**config.mk**
```make
export PLATFORM = sky130hd
export DESIGN_NAME = shiftout_rr_sequencer
export DESIGN_NICKNAME = d
export VERILOG_FILES = /design/src/rtl/shiftout_pkg.sv /design/src/rtl/shiftout_sreg.sv /design/src/rtl/shiftout_rr_sequencer.sv
export SDC_FILE = /design/constraint.sdc
export NUM_CORES = 1
export LEC_CHECK = 0
export ABC_AREA = 1
export BUFFER_PORTS_ARGS = -buffer_cell sky130_fd_sc_hd__buf_2
export CORE_UTILIZATION = 39
export CTS_BUF_LIST = sky130_fd_sc_hd__clkbuf_8
export CTS_CLUSTER_DIAMETER = 40
export DETAILED_ROUTE_END_ITERATION = 16
export GPL_TIMING_DRIVEN = 0
export HOLD_SLACK_MARGIN = 0.05
export SLEW_MARGIN = 15
export SYNTH_ARGS = -nofsm -noshare
export SYNTH_HDL_FRONTEND = slang
export SYNTH_HIERARCHICAL = 1
export SYNTH_SLANG_ARGS = --single-unit
export TNS_END_PERCENT = 50
```
**constraint.sdc**
```tcl
create_clock -name clk -period 3.9 [get_ports clk]
set_input_delay 0.78 -clock clk [delete_from_list [all_inputs] [get_ports clk]]
set_output_delay 0.78 -clock clk [all_outputs]
set_load 0.005 [all_outputs]
```
**src/rtl/shiftout_pkg.sv**
```systemverilog
// Shared types and constants for the TDC serial readout sequencer.
package shiftout_pkg;

  typedef enum logic [2:0] {
    ST_IDLE,
    ST_LOAD,
    ST_START,
    ST_ID,
    ST_DATA,
    ST_GAP
  } state_t;

  localparam int unsigned DATA_W     = 32;
  localparam int unsigned DEF_ID_W   = 2;
  localparam int unsigned FRAME_BITS = 1 + DEF_ID_W + DATA_W;
  localparam logic        START_BIT  = 1'b1;

  // Frame length in bits for an arbitrary source-ID width.
  function automatic int unsigned frame_bits(input int unsigned id_w);
    return 1 + id_w + DATA_W;
  endfunction

  // Source-ID width required for n requesters: max(1, clog2(n)).
  function automatic int unsigned id_width(input int unsigned n);
    return (n <= 2) ? 1 : $clog2(n);
  endfunction

endpackage

```
**src/rtl/shiftout_sreg.sv**
```systemverilog
// Parallel-load, MSB-first shift register holding {source ID, data word}.
module shiftout_sreg
  import shiftout_pkg::*;
#(
  parameter int W = DATA_W + DEF_ID_W
) (
  input  logic         clk,
  input  logic         rst_n,
  input  logic         ld,
  input  logic         shift,
  input  logic [W-1:0] din,
  output logic         msb
);

  logic [W-1:0] sr;

  // Load has priority over shift; zeros fill from the LSB end.
  always_ff @(posedge clk or negedge rst_n) begin
    if (!rst_n)     sr <= '0;
    else if (ld)    sr <= din;
    else if (shift) sr <= {sr[W-2:0], 1'b0};
  end

  assign msb = sr[W-1];

endmodule

```
**src/rtl/shiftout_rr_sequencer.sv**
```systemverilog
// Round-robin readout sequencer: grants one requester at a time and
// serialises start bit, source ID and 32-bit hit word MSB first.
module shiftout_rr_sequencer
  import shiftout_pkg::*;
#(
  parameter int N_REQ = 4,
  parameter int ID_W  = 2,
  parameter int DIV   = 2,
  parameter int GAP   = 4,
  parameter int CNT_W = 16
) (
  input  logic                  clk,
  input  logic                  rst_n,
  input  logic                  enable,
  input  logic [N_REQ-1:0]      req_valid,
  input  logic [32*N_REQ-1:0]   req_data,
  output logic [N_REQ-1:0]      req_ready,
  output logic                  sdata,
  output logic                  sframe,
  output logic                  busy,
  output logic [CNT_W-1:0]      frames_sent
);

  localparam int unsigned SR_W   = frame_bits(ID_W) - 1;
  localparam logic [7:0]  DIV_M1 = 8'(DIV - 1);
  localparam logic [7:0]  GAP_M1 = (GAP > 0) ? 8'(GAP - 1) : 8'd0;

  if (N_REQ < 2 || N_REQ > 16) begin : g_bad_nreq
    $error("shiftout_rr_sequencer: N_REQ must be 2..16");
  end
  if (ID_W != int'(id_width(N_REQ))) begin : g_bad_idw
    $error("shiftout_rr_sequencer: ID_W must equal max(1, clog2(N_REQ))");
  end
  if (DIV < 1 || DIV > 255) begin : g_bad_div
    $error("shiftout_rr_sequencer: DIV must be 1..255");
  end
  if (GAP < 0 || GAP > 255) begin : g_bad_gap
    $error("shiftout_rr_sequencer: GAP must be 0..255");
  end
  if (CNT_W < 1) begin : g_bad_cnt
    $error("shiftout_rr_sequencer: CNT_W must be at least 1");
  end

  state_t            state, state_nx;
  logic [7:0]        tmr, tmr_nx;
  logic [4:0]        bidx, bidx_nx;
  logic [ID_W-1:0]   last, last_nx;
  logic [ID_W-1:0]   gnt, gnt_nx;
  logic [ID_W-1:0]   pick;
  logic              found;
  logic              cnt_inc;
  logic              sr_ld, sr_shift, sr_msb;
  logic [CNT_W-1:0]  cnt;
  logic [31:0]       words [N_REQ];

  for (genvar i = 0; i < N_REQ; i++) begin : g_words
    assign words[i] = req_data[32*i +: 32];
  end

  // Round-robin search starting just after the last granted index.
  always_comb begin
    logic [ID_W-1:0] cand;
    found = 1'b0;
    pick  = '0;
    cand  = '0;
    for (int unsigned off = 1; off <= N_REQ; off++) begin
      cand = ID_W'((32'(last) + off) % N_REQ);
      if (!found && req_valid[cand]) begin
        found = 1'b1;
        pick  = cand;
      end
    end
  end

  // Next-state logic: bit-timer, bit-index counter and frame sequencing.
  always_comb begin
    state_nx = state;
    tmr_nx   = tmr;
    bidx_nx  = bidx;
    last_nx  = last;
    gnt_nx   = gnt;
    sr_ld    = 1'b0;
    sr_shift = 1'b0;
    cnt_inc  = 1'b0;
    unique case (state)
      ST_IDLE: begin
        if (enable && found) begin
          gnt_nx   = pick;
          state_nx = ST_LOAD;
        end
      end
      ST_LOAD: begin
        sr_ld    = 1'b1;
        last_nx  = gnt;
        tmr_nx   = DIV_M1;
        state_nx = ST_START;
      end
      ST_START: begin
        if (tmr == 8'd0) begin
          tmr_nx   = DIV_M1;
          bidx_nx  = 5'(ID_W - 1);
          state_nx = ST_ID;
        end else begin
          tmr_nx = tmr - 8'd1;
        end
      end
      ST_ID: begin
        if (tmr == 8'd0) begin
          tmr_nx   = DIV_M1;
          sr_shift = 1'b1;
          if (bidx == 5'd0) begin
            bidx_nx  = 5'd31;
            state_nx = ST_DATA;
          end else begin
            bidx_nx = bidx - 5'd1;
          end
        end else begin
          tmr_nx = tmr - 8'd1;
        end
      end
      ST_DATA: begin
        if (tmr == 8'd0) begin
          tmr_nx   = DIV_M1;
          sr_shift = 1'b1;
          if (bidx == 5'd0) begin
            cnt_inc = 1'b1;
            if (GAP == 0) begin
              state_nx = ST_IDLE;
            end else begin
              tmr_nx   = GAP_M1;
              state_nx = ST_GAP;
            end
          end else begin
            bidx_nx = bidx - 5'd1;
          end
        end else begin
          tmr_nx = tmr - 8'd1;
        end
      end
      ST_GAP: begin
        if (tmr == 8'd0) state_nx = ST_IDLE;
        else             tmr_nx   = tmr - 8'd1;
      end
      default: state_nx = ST_IDLE;
    endcase
  end

  // State, counters, grant and round-robin pointer registers.
  always_ff @(posedge clk or negedge rst_n) begin
    if (!rst_n) begin
      state <= ST_IDLE;
      tmr   <= '0;
      bidx  <= '0;
      gnt   <= '0;
      last  <= ID_W'(N_REQ - 1);
      cnt   <= '0;
    end else begin
      state <= state_nx;
      tmr   <= tmr_nx;
      bidx  <= bidx_nx;
      gnt   <= gnt_nx;
      last  <= last_nx;
      if (cnt_inc) cnt <= cnt + CNT_W'(1);
    end
  end

  shiftout_sreg #(
    .W (SR_W)
  ) u_sreg (
    .clk   (clk),
    .rst_n (rst_n),
    .ld    (sr_ld),
    .shift (sr_shift),
    .din   ({gnt, words[gnt]}),
    .msb   (sr_msb)
  );

  // Output decode from registered state; all outputs are 0 in reset/IDLE.
  always_comb begin
    sdata     = 1'b0;
    sframe    = 1'b0;
    req_ready = '0;
    busy      = (state != ST_IDLE);
    unique case (state)
      ST_LOAD:         req_ready[gnt] = 1'b1;
      ST_START: begin
        sframe = 1'b1;
        sdata  = START_BIT;
      end
      ST_ID, ST_DATA: begin
        sframe = 1'b1;
        sdata  = sr_msb;
      end
      default: ;
    endcase
  end

  assign frames_sent = cnt;

endmodule

```
After elaboration in Yosys (flattened, before gate mapping) --
Cells that the tools add are included.
Storage, ports and cells: flip-flop bits (word level) 70, input bits 135, output and inout bits 23, word-level logic and storage cells 109
Cells by class: add/subtract/negate cells 7, $lt $le $gt $ge 7, equality and inequality tests 14, muxes and demuxes 51, bitwise logic cells 1, reductions and logical operators 22
Operators by type and width (number):
- 34-bit two-way mux | 2
- 32-bit binary-select mux with 2-bit select | 1
- 32-bit two-way mux | 2
- 8-bit one-hot mux with 4 select lines | 1
- 5-bit two-way mux | 5
- 8-bit two-way mux | 3
- 3-bit two-way mux | 7
- 2-bit != test (second input constant) | 9
- 3-bit one-hot mux with 6 select lines | 1
- 16-bit by 1-bit adder with 16-bit output (second input constant) | 1
- 1-bit two-way mux | 16
- 2-bit by 3-bit < comparator with 1-bit output (second input constant) | 5
- 5-bit one-hot mux with 3 select lines | 1
- 2-bit two-way mux | 5
- 1-bit binary-select mux with 2-bit select | 4
- 8-bit logical NOT | 1
- 8-bit by 1-bit subtractor with 8-bit output (second input constant) | 1
- 7-bit AND reduction | 1
- 3-bit by 2-bit == test with 1-bit output (second input constant) | 2
- 3-bit == test (second input constant) | 2
- 3-bit nonzero test | 2
- 1-bit logical AND | 5
- 5-bit logical NOT | 1
- 5-bit AND reduction | 1
- other kinds (17) | 23

Depth between registers and ports, before layout --
depth after elaboration 16, depth in mapped cells 13, mapped depth without buffers 12

By module --
Netlist, hierarchy kept.
Modules (own cells, without submodules):
- shiftout_rr_sequencer | instances 1, cells an instance 492, area each 3131.8 um^2, sequential area each 903.4 um^2
- shiftout_sreg | instances 1, cells an instance 185, area each 1579.0 um^2, sequential area each 850.8 um^2

Worst setup path after synthesis --
Ideal clock, no wire load.
path kind reg2out, from register gnt[0], to output req_ready[1], arrival time 1120 ps, data required time 3120 ps, setup slack 2000 ps, cell stages (with the launch flop) 5, path buffers 2, cells stage by stage dfrtp_1 clkbuf_1 clkbuf_1 nand2_1 nor2_1
On the way: cells in the longest elaborated chain, start to end 5, elaborated cells between the ends (all ways) 6, classes of those cells 2 x order compare; 3 x mux; 1 x reduce/logical
RTL lines:
- from (decl) | RTL line shiftout_rr_sequencer.sv:48 | logic [ID_W-1:0] gnt, gnt_nx;
- from (signal assigned) | RTL line shiftout_rr_sequencer.sv:161 | gnt <= gnt_nx;
- 2-bit by 3-bit < comparator with 1-bit output (not written as such) or 2-bit by 1-bit greater-or-equal comparator with 1-bit output (tied branches) | RTL line shiftout_rr_sequencer.sv:185 | ST_LOAD: req_ready[gnt] = 1'b1;
- 1-bit logical AND (not written as such) | RTL line shiftout_rr_sequencer.sv:185
- 1-bit two-way mux (not written as such) | RTL line shiftout_rr_sequencer.sv:185
- 1-bit demux with 2-bit select (*) | RTL line shiftout_rr_sequencer.sv:185
- 4-bit two-way mux (*) | RTL line shiftout_rr_sequencer.sv:184 | unique case (state)
- to (decl) | RTL line shiftout_rr_sequencer.sv:17 | output logic [N_REQ-1:0] req_ready,
Every way passes the cells marked *; elsewhere a longest branch is shown, timed or not.

Worst setup path in the final report --
Same ends and word-level chain as after synthesis.

==> impl_metrics.tcl <==
set metrics [dict create \
    status "complete, but fails checks" \
    violations "DRC" \
    cp-endpoint "req_ready[1]" \
    die_w_microns 111.9 \
    antenna_left 0 \
    drc 4 \
    drt_iter0_markers 309 \
    max_freq_mhz 347.1 \
    hold_slack_ns 0.3207 \
    yosysWarnings 6 \
    ys_types 36 \
    htree_levels 3 \
    place_hpwl_microns 10510 \
    syn_avg_cell_area_sq_um 6.958 \
    synth-main-ff-cell "dfrtp_1" \
    timing.slew.headroom_pct 54.25 \
    rsz0062_at_grt "no" \
    drtPass1Iterations 11 \
    period_needed_ns 2.881 \
    overflow 0 \
    die-area_sq_um 12520 \
    setup_viol 0 \
    synthDominantCellAreaShare_pct 36.12 \
    r2r_cells 7 \
    reg2reg_from "gnt[0]$_DFFE_PN0P_" \
    grt_pass1_vias 5038 \
    power.leakage_nw 3.064 \
    fin_area_sq_um 5903 \
    cts-root-buf "clkbuf_8" \
    synth_top_area_cell "dfrtp_1" \
    synthTopCellsByCount "nand2_1, nor2_1, o21ai_0" \
    globalplace.congestion 0.8468 \
    startpoint "gnt[0]$_DFFE_PN0P_" \
    wire_per_inst_microns 13.68 \
    cts_tree "yes" \
    cap_violations 0 \
    ys_async_sr_fraction_pct 100.0 \
    insertion_delay_ns 0.35 \
    initial_core_util_pct 40.56 \
    grt_usage_pct 22.82 \
    clockBufferDepth 2 \
    arrival_ns 2.10 \
    tns_ns 0 \
    antennaDiodeCount 0 \
    required_ns 3.12 \
    place_inst 978 \
    cts_setup_buffers 0 \
    hp-class "in2async" \
    fin_crit_sh_pct 73.87 \
    start_kind "register" \
    antenna_found_initial 0 \
    via_per_inst 5.245 \
    tightest_slew_ns 0.6755 \
    crit_type "reg2out" \
    yosys_register_bits 70 \
    regArea_sq_um 1754 \
    drv_slew 0 \
    pin_count 158 \
    path_max_fanout 10 \
    synth_area_leaders "dfrtp_1, nand2_1, o21ai_0" \
    fin_nets 984 \
    endpoint_kind "primary output" \
    drt-total-wl_microns 13600 \
    post-synth-top-count-cell "nand2_1" \
    placed_area_sq_um 5705 \
    syn_area_sq_um 4711 \
    postCtsHoldBufs 0 \
    seq_area_frac_synth_pct 37.24 \
    fill_cells 1209 \
    rows 39 \
    synth_edf_count 0 \
    ir_drop_uv 278.2 \
    timing.rr.end "u_sreg/sr[23]$_DFFE_PN0P_" \
    multi_input_area_sq_um 2575 \
    syn2layout_area_growth_pct 25.31 \
    clock_skew_ns 0.008901 \
    powerDensity_nw_per_um2 692.4 \
    r2r_slack_ns 1.86 \
    drive_above_1_share_pct 25.38 \
    vias 5214 \
    grt_pass1_wl_microns 23190 \
    synthCells 677 \
    die_y_microns 111.9 \
    clk_pin_slew_worst_paths_ns 0.08 \
    numPortBuffers 157 \
    hold_viol 0 \
    fin_cells 994 \
    utilization_pct 50.83 \
    grt_max_degree 48 \
    cts.sinks 70 \
    core_area_sq_um 11610 \
    cts_buffers 9 \
    synth_fp_nets 815 \
    cts_resized 0 \
]
==> cells in the final DEF (no fill, tap or decap), drive strengths merged, types with 8 or more instances in the layout <==
cell type,count
buf,174
clkbuf,30
dfrtp,68
inv,46
nand2,170
nand3,83
nand4,8
nor2,103
nor3,8
o21ai,88
o22ai,32
xor2,13
==> state kept, by name, summed over array words and instances (netlist names) <==
| signal | count |
|---|---|
| frames_sent | 16 |
| state | 3 |
| last | 2 |
| u_sreg/sr | 34 |
| tmr | 8 |
| bidx | 5 |
| gnt | 2 |
==> power breakdown <==
group | internal [mW] | switching [mW]
registers | 0.996 | 0.160
clock network | 0.297 | 0.300
logic | 0.831 | 1.50
==> per-stage QoR <==
stage | worst slack, ns | power (mW)
after global placement | 1.422 | 3.457
after floorplan | 2.000 | 2.863
final | 1.019 | 4.087
after CTS | 0.9675 | 4.123
after global routing | 0.8710 | 4.507
after detailed placement | 1.364 | 3.512
==> final cells by class <==
| type | count | area share [%] |
|---|---|---|
| Clock buffer | 9 | 2.098 |
| Inverter | 45 | 2.861 |
| Clock inverter | 7 | 1.251 |
| Timing Repair Buffer | 158 | 13.82 |
| Tap cell | 143 | 3.031 |
| Sequential cell | 70 | 29.72 |
| Multi-Input combinational cell | 525 | 43.62 |
| Buffer | 37 | 3.603 |
==> cells by family after synthesis <==
| family | Yosys count | share of synthesized area [%] |
|---|---|---|
| AO/OA/AOI/OAI | 131 | 15.33 |
| XOR/XNOR | 17 | 3.161 |
| adder cells (fa/ha/maj) | 3 | 0.7969 |
| buffers and inverters | 82 | 8.101 |
| flip-flops | 70 | 37.24 |
| AND/OR/NAND/NOR | 374 | 35.38 |
==> how the worst min path moves through the flow <==
stage                         startpoint                     endpoint
3_3_place_gp    u_sreg/sr[0]$_DFFE_PN0P_     u_sreg/sr[0]$_DFFE_PN0P_
6_report                           rst_n  frames_sent[13]$_DFFE_PN0P_
5_1_grt                            rst_n  frames_sent[13]$_DFFE_PN0P_
2_1_floorplan   u_sreg/sr[0]$_DFFE_PN0P_     u_sreg/sr[0]$_DFFE_PN0P_
3_5_place_dp   u_sreg/sr[31]$_DFFE_PN0P_    u_sreg/sr[31]$_DFFE_PN0P_
4_1_cts                            rst_n  frames_sent[13]$_DFFE_PN0P_
==> metal layers <==
metal	track usage, %	up-vias	wire [microns]
met5	0	-	0
met4	7.748	0	211
met3	3.321	20	735
met2	39.75	173	6702
met1	28.85	2429	5950
li1	-	2592	-
==> worst max-delay path, cell delays in order (launching register included) <==
cell      delay, ns
dfrtp_1        0.51
clkbuf_1       0.44
clkbuf_1       0.45
nand2_1        0.13
nor2_1         0.10
buf_2          0.12
Power figures use the tool's default switching activity.
